$ cat config.mk
export PLATFORM = sky130hd
export DESIGN_NAME = iot_byte_tx
export DESIGN_NICKNAME = d
export VERILOG_FILES = /design/src/rtl/iot_byte_tx.sv
export SDC_FILE = /design/constraint.sdc
export NUM_CORES = 1
export LEC_CHECK = 0
export BUFFER_PORTS_ARGS = -buffer_cell sky130_fd_sc_hd__buf_2
export CAP_MARGIN = 5
export CORE_MARGIN = 4
export CORE_UTILIZATION = 60
export CTS_CLUSTER_DIAMETER = 30
export CTS_CLUSTER_SIZE = 8
export DETAILED_ROUTE_END_ITERATION = 10
export PLACE_DENSITY_LB_ADDON = 0.12
export SETUP_SLACK_MARGIN = 0.05
export SLEW_MARGIN = 10
export SYNTH_ARGS = -nofsm -noshare
export SYNTH_HDL_FRONTEND = slang
export SYNTH_SLANG_ARGS = --single-unit
export TNS_END_PERCENT = 50
$ cat constraint.sdc
create_clock -name clk -period 2.3 [get_ports clk]
set_clock_uncertainty 0.15 [all_clocks]
set_input_delay 0.115 -clock clk [delete_from_list [all_inputs] [get_ports clk]]
set_output_delay 0.115 -clock clk [all_outputs]
set_load 0.1 [all_outputs]
$ cat src/rtl/iot_byte_tx.sv
// -----------------------------------------------------------------------------
// iot_byte_tx
// Source side of the IOTDF byte-stream input interface. Accepts 128-bit IoT
// data words over a valid/ready handshake and serializes each one into 16
// bytes, most significant byte first, on iot_in/in_en. The sink's busy input
// stalls the stream in place. A session carries NUM_WORDS words and ends in
// DONE after the final byte has been issued.
//
// Ports:
//   clk         in   1      rising-edge clock
//   rst         in   1      asynchronous active-low reset
//   start       in   1      one-cycle pulse, begins a session from IDLE/DONE
//   word_valid  in   1      word_data is valid
//   word_data   in   128    word to send, bits [127:120] go out first
//   word_ready  out  1      a word can be accepted this cycle
//   busy        in   1      sink busy, no byte issues at an edge where high
//   in_en       out  1      registered, iot_in carries a valid byte
//   iot_in      out  8      registered byte, 8'h00 whenever in_en is low
//   word_cnt    out  CNT_W  words fully transmitted this session
//   done        out  1      high while in DONE
// -----------------------------------------------------------------------------
module iot_byte_tx #(
    parameter int NUM_WORDS = 96,
    parameter int CNT_W     = $clog2(NUM_WORDS + 1)
) (
    input  logic             clk,
    input  logic             rst,
    input  logic             start,
    input  logic             word_valid,
    input  logic [127:0]     word_data,
    output logic             word_ready,
    input  logic             busy,
    output logic             in_en,
    output logic [7:0]       iot_in,
    output logic [CNT_W-1:0] word_cnt,
    output logic             done
);

    typedef enum logic [1:0] {
        ST_IDLE = 2'd0,
        ST_SEND = 2'd1,
        ST_DONE = 2'd2
    } state_t;

    localparam logic [CNT_W-1:0] NUM_C  = CNT_W'(NUM_WORDS);
    localparam logic [CNT_W-1:0] ONE_C  = CNT_W'(1);
    localparam logic [CNT_W-1:0] ZERO_C = CNT_W'(0);

    state_t             state_q,    state_d;
    logic [127:0]       sh_q,       sh_d;
    logic               sh_vld_q,   sh_vld_d;
    logic [127:0]       hold_q,     hold_d;
    logic               hold_vld_q, hold_vld_d;
    logic [CNT_W-1:0]   acc_cnt_q,  acc_cnt_d;
    logic [CNT_W-1:0]   word_cnt_q, word_cnt_d;
    logic [3:0]         byte_idx_q, byte_idx_d;
    logic               in_en_q,    in_en_d;
    logic [7:0]         iot_in_q,   iot_in_d;
    logic               done_q,     done_d;

    logic               accept_s;
    logic               issue_s;
    logic               last_s;

    // Ready depends on registered state only, so the source may wait for it
    // before raising word_valid without creating a combinational loop.
    assign word_ready = (state_q == ST_SEND) && !hold_vld_q && (acc_cnt_q < NUM_C);

    assign accept_s = word_valid && word_ready;
    assign issue_s  = (state_q == ST_SEND) && sh_vld_q && !busy;
    assign last_s   = issue_s && (byte_idx_q == 4'd15);

    // Next-state computation for the session FSM and the two word buffers.
    always_comb begin
        state_d    = state_q;
        sh_d       = sh_q;
        sh_vld_d   = sh_vld_q;
        hold_d     = hold_q;
        hold_vld_d = hold_vld_q;
        acc_cnt_d  = acc_cnt_q;
        word_cnt_d = word_cnt_q;
        byte_idx_d = byte_idx_q;
        in_en_d    = 1'b0;
        iot_in_d   = 8'h00;
        done_d     = done_q;

        case (state_q)
            ST_IDLE, ST_DONE: begin
                if (start) begin
                    state_d    = ST_SEND;
                    word_cnt_d = ZERO_C;
                    acc_cnt_d  = ZERO_C;
                    byte_idx_d = 4'd0;
                    sh_vld_d   = 1'b0;
                    hold_vld_d = 1'b0;
                    done_d     = 1'b0;
                end else begin
                    state_d = state_q;
                end
            end

            ST_SEND: begin
                if (issue_s) begin
                    in_en_d    = 1'b1;
                    iot_in_d   = sh_q[127:120];
                    sh_d       = {sh_q[119:0], 8'h00};
                    byte_idx_d = byte_idx_q + 4'd1;
                    if (last_s) begin
                        word_cnt_d = word_cnt_q + ONE_C;
                        // Refill sh on the same edge so the next word's first
                        // byte follows without a bubble.
                        if (hold_vld_q) begin
                            sh_d       = hold_q;
                            hold_vld_d = 1'b0;
                        end else if (accept_s) begin
                            sh_d = word_data;
                        end else begin
                            sh_vld_d = 1'b0;
                        end
                        if ((word_cnt_q + ONE_C) == NUM_C) begin
                            state_d = ST_DONE;
                            done_d  = 1'b1;
                        end else begin
                            state_d = ST_SEND;
                        end
                    end else if (accept_s) begin
                        hold_d     = word_data;
                        hold_vld_d = 1'b1;
                    end else begin
                        hold_vld_d = hold_vld_q;
                    end
                end else if (accept_s) begin
                    if (!sh_vld_q) begin
                        sh_d     = word_data;
                        sh_vld_d = 1'b1;
                    end else begin
                        hold_d     = word_data;
                        hold_vld_d = 1'b1;
                    end
                end else begin
                    sh_vld_d = sh_vld_q;
                end

                if (accept_s) begin
                    acc_cnt_d = acc_cnt_q + ONE_C;
                end else begin
                    acc_cnt_d = acc_cnt_q;
                end
            end

            default: begin
                state_d = ST_IDLE;
            end
        endcase
    end

    // State and output registers; reset drops in_en immediately.
    always_ff @(posedge clk or negedge rst) begin
        if (!rst) begin
            state_q    <= ST_IDLE;
            sh_q       <= 128'h0;
            sh_vld_q   <= 1'b0;
            hold_q     <= 128'h0;
            hold_vld_q <= 1'b0;
            acc_cnt_q  <= ZERO_C;
            word_cnt_q <= ZERO_C;
            byte_idx_q <= 4'd0;
            in_en_q    <= 1'b0;
            iot_in_q   <= 8'h00;
            done_q     <= 1'b0;
        end else begin
            state_q    <= state_d;
            sh_q       <= sh_d;
            sh_vld_q   <= sh_vld_d;
            hold_q     <= hold_d;
            hold_vld_q <= hold_vld_d;
            acc_cnt_q  <= acc_cnt_d;
            word_cnt_q <= word_cnt_d;
            byte_idx_q <= byte_idx_d;
            in_en_q    <= in_en_d;
            iot_in_q   <= iot_in_d;
            done_q     <= done_d;
        end
    end

    assign in_en    = in_en_q;
    assign iot_in   = iot_in_q;
    assign word_cnt = word_cnt_q;
    assign done     = done_q;

endmodule

==> results.md <==
- Run status: finished clean
- M1 WL: 18.1 mm
- Netlist cell types: 53
- Most used flip-flop cell after synthesis: sky130_fd_sc_hd__dfrtp_1
- Multi-input combinational cell area: between 0.006 and 0.007 mm²
- Count of non-filler cells in the finished layout: just over 2k
- Number of synthesized flops with an enable pin: 0
- Antenna viol nets, final: 0
- Final Critical Period: roughly 2.3 ns
- Number of buffers on the longest clock path: 3
- Critical Path Source: state_q[1]$_DFFE_PN0P_
- Ratio of final minimum period to clock period: 0.981
- Highest cell delay on the worst timing path: roughly 0.4 ns
- Router iterations before antenna repair: 9
- Share of the core filled with cells: 0.812
- Yosys warnings: 0
- Critical Setup Path Class: reg2reg
- Worst ir drop on vdd: roughly 860 µV
- Power Dens Cells: about 1300 mW/mm²
- Fillers: about 1.4k
- Setup violation total in the final timing report: 0
- Placed Instances: around 1.8k
- Worst path arrival time: 2.52 ns
- Synthesized Nets: 1539
- Number of cell rows: 57
- Leakage dissipation: 0.00917 µW
- Number of input and output port buffers inserted: 150
- Global-route wire length before repair: approximately 70 mm
- Routability congestion estimate: ~0.8
- WL met3: 4.20 mm
- Worst-path clk slew: approximately 0.040 ns
- Biggest fanout along the worst timing path: 8
- Wire length on met2: ~22 mm
- Root buffer selected by CTS: sky130_fd_sc_hd__clkbuf_16
- Highest-delay cell along the critical path: sky130_fd_sc_hd__dfrtp_1
- Number of global-route vias before repair: between 10k and 15k
- Htree depth: 3
- GR Overflow Total: 0
- Via count of the routed design: about 13k
- Initial core utilization: 0.609
- Total negative slack: 0 ns
- Overall die area: between 0.02 and 0.03 mm²
- Number of cells traversed by the worst register-to-register path: 7
- Die outline height: 165 µm
- Mean instance size in the synthesized netlist: 10.6 µm²
- Unrepaired setup endpoints after global routing: yes
- Fmax achieved: approximately 0.44 GHz
- Beginning of the worst register-to-register path: state_q[1]$_DFFE_PN0P_
- Top routing layer used: met4
- Half-perimeter wire length of the detailed placement result: between 20 and 25 mm
- Net count, final: 1821
- CP startpoint kind: register
- Core outline area: 0.0243 mm²
- Cell count after synthesis: 1402
- DRC Markers: 0
- Die width: between 150 and 200 µm
- Share of async-settable or async-resettable flops after synthesis: 1.00
- Area growth from synthesis to layout: 33.4%
- Antenna violations before repair: 1
- Fraction of layout cells with a size suffix above 1: 0.258
- Ordered cell list for the critical path: and2b_4, and3_4, nand2_4, nor2_4, buf_12, clkbuf_16, mux2_4
- Sum of routed wire length over all layers: between 40 and 50 mm
- CTS tree: done
- HP Class: in2async
- Number of design-rule violations left by the first detailed-router iteration: 2250
- Number of sinks driven by the clock tree: about 290
- Data required time of the critical path: between 2 and 3 ns
- Total clock buffers created by CTS: 67
- Post-synthesis sequential element count: ~290
- Register area share after synthesis: 0.487
- Sequential Area: 0.00721 mm²
- I/O pin total: 151
- Post-synthesis instance area: between 0.01 and 0.015 mm²
- Transition time at the pin with the least slew margin: ~0.72 ns
- Clock latency on the worst-skew pair: about 0.55 ns
- Headroom to the max-slew limit: 0.518
- Worst Setup End Kind: register
- Pin count of the biggest net entering global routing: between 100 and 150
- Max Cap Viol: 0
- Hold Vio Cnt, Final: 0
- Number of vias per cell after detailed routing: 6.49
- Average wire per cell in the routed design: ~22 µm
- Max-slew violations: 0
- Global-route usage over all layers: 0.320
-- per-layer routing --
layer / up-vias / global-route usage
li1: 5822 / -
met1: 6573 / 0.442
met2: 865 / 0.504
met3: 124 / 0.0623
met4: 0 / 0.125
met5: - / 0
-- power by group --
group / leakage (µW) / total, µW / internal, µW / switching (µW)
Combinational: 0.00442 / 7270 / 3610 / 3660
Sequential: 0.00360 / 9050 / 7290 / 1760
Clock: 0.00116 / 9940 / 6890 / 3060
Total: 0.00917 / 26300 / 17800 / 8470
-- path summary, 6_finish.rpt --
path	endpoint	slack, ns
min in group clk	hold_q[26]$_DFFE_PN0P_	0.21
hold / removal	word_cnt[5]$_DFFE_PN0P_	0.06
hold reg to reg	hold_q[119]$_DFFE_PN0P_	0.33
max in group asynchronous	hold_q[9]$_DFFE_PN0P_	1.58
setup reg to reg	hold_q[82]$_DFFE_PN0P_	0.04
setup / recovery	hold_q[82]$_DFFE_PN0P_	0.04
-- synth_stat cells, types with 2 or more instances --
cell type / n / area, µm²
sky130_fd_sc_hd__buf_2: 23 / 115
sky130_fd_sc_hd__buf_1: 6 / 22.5
sky130_fd_sc_hd__a21oi_1: 3 / 15.0
sky130_fd_sc_hd__clkbuf_1: 61 / 229
sky130_fd_sc_hd__buf_4: 4 / 30.0
sky130_fd_sc_hd__xor2_1: 8 / 70.1
sky130_fd_sc_hd__buf_6: 19 / 214
sky130_fd_sc_hd__o21ai_0: 142 / 711
sky130_fd_sc_hd__nor3_1: 2 / 10.0
sky130_fd_sc_hd__nand2_1: 255 / 957
sky130_fd_sc_hd__nand2b_1: 3 / 18.8
sky130_fd_sc_hd__o21ai_1: 111 / 556
sky130_fd_sc_hd__and2_1: 10 / 62.6
sky130_fd_sc_hd__a21o_1: 2 / 15.0
sky130_fd_sc_hd__nor2_1: 28 / 105
sky130_fd_sc_hd__mux2_4: 100 / 1500
sky130_fd_sc_hd__nand3_1: 8 / 40.0
sky130_fd_sc_hd__nand4_1: 3 / 18.8
sky130_fd_sc_hd__ha_1: 4 / 50.1
sky130_fd_sc_hd__buf_12: 11 / 220
sky130_fd_sc_hd__nor2_4: 4 / 45.0
sky130_fd_sc_hd__mux2_2: 8 / 90.1
sky130_fd_sc_hd__mux2_1: 20 / 225
sky130_fd_sc_hd__and3_1: 123 / 769
sky130_fd_sc_hd__dfrtp_1: 288 / 7210
sky130_fd_sc_hd__o31ai_1: 2 / 15.0
sky130_fd_sc_hd__nor2b_1: 3 / 18.8
sky130_fd_sc_hd__a222oi_1: 119 / 1190
sky130_fd_sc_hd__a221oi_1: 8 / 70.1
-- what timing repair did --
action                     CTS  global route
buffers inserted             0             5
gates resized for setup      0            20
hold endpoints to repair   559             0
setup endpoints to repair    0           164
hold buffers               133             0
-- cell type report --
class | instances | area share
Tap cell | 324 | 0.0205
Multi-Input combinational cell | 987 | 0.345
Inverter | 2 | 0.000507
Sequential cell | 288 | 0.365
Clock buffer | 83 | 0.0927
Timing Repair Buffer | 338 | 0.149
Antenna cell | 1 | 0.000127
Clock inverter | 39 | 0.0274
-- critical path: cells and delay by family, from the launching register on --
family / cells / cell delay (ns)
buffers and inverters: 2 / 0.43
flip-flops: 1 / 0.39
multiplexers: 1 / 0.30
AND/OR/NAND/NOR: 4 / 0.85
-- through the flow --
step	setup slack (ns)	power (µW)	hold slack (ns)	instance area, µm²
CTS	0.0677	25900	0.0744	19400
floorplan	0.0994	13700	-0.331	14800
global route	0.00263	27500	0.0777	19700
global placement	0.140	15300	-0.107	15700
detailed placement	0.0915	15600	-0.104	15700
finish	0.0429	26300	0.0607	19700
-- sequential cells by signal (all words and copies together), names as in the netlist --
signal / count
word_cnt: 7
hold_vld_q: 1
done: 1
acc_cnt_q: 7
sh_vld_q: 1
state_q: 2
hold_q: 128
byte_idx_q: 4
sh_q: 128
in_en: 1
iot_in: 8
-- layout by cell type, fill, tap and decap left out, types with 77 or more instances in the layout --
cell type / n
sky130_fd_sc_hd__clkbuf_16: 77
sky130_fd_sc_hd__o21ai_0: 142
sky130_fd_sc_hd__dlygate4sd3_1: 132
sky130_fd_sc_hd__a222oi_1: 119
sky130_fd_sc_hd__buf_2: 149
sky130_fd_sc_hd__and3_1: 123
sky130_fd_sc_hd__mux2_4: 107
sky130_fd_sc_hd__nand2_1: 254
sky130_fd_sc_hd__o21ai_1: 110
sky130_fd_sc_hd__dfrtp_1: 284
-- logic make-up after synthesis --
family,count (synthesis),synth area share
AND/OR/NAND/NOR,446,0.143
buffers and inverters,128,0.0580
adder cells (fa/ha/maj),4,0.00338
flip-flops,288,0.487
XOR/XNOR,9,0.00532
multiplexers,128,0.123
AO/OA/AOI/OAI,399,0.181
No activity file was read; power rests on OpenSTA's default activity.
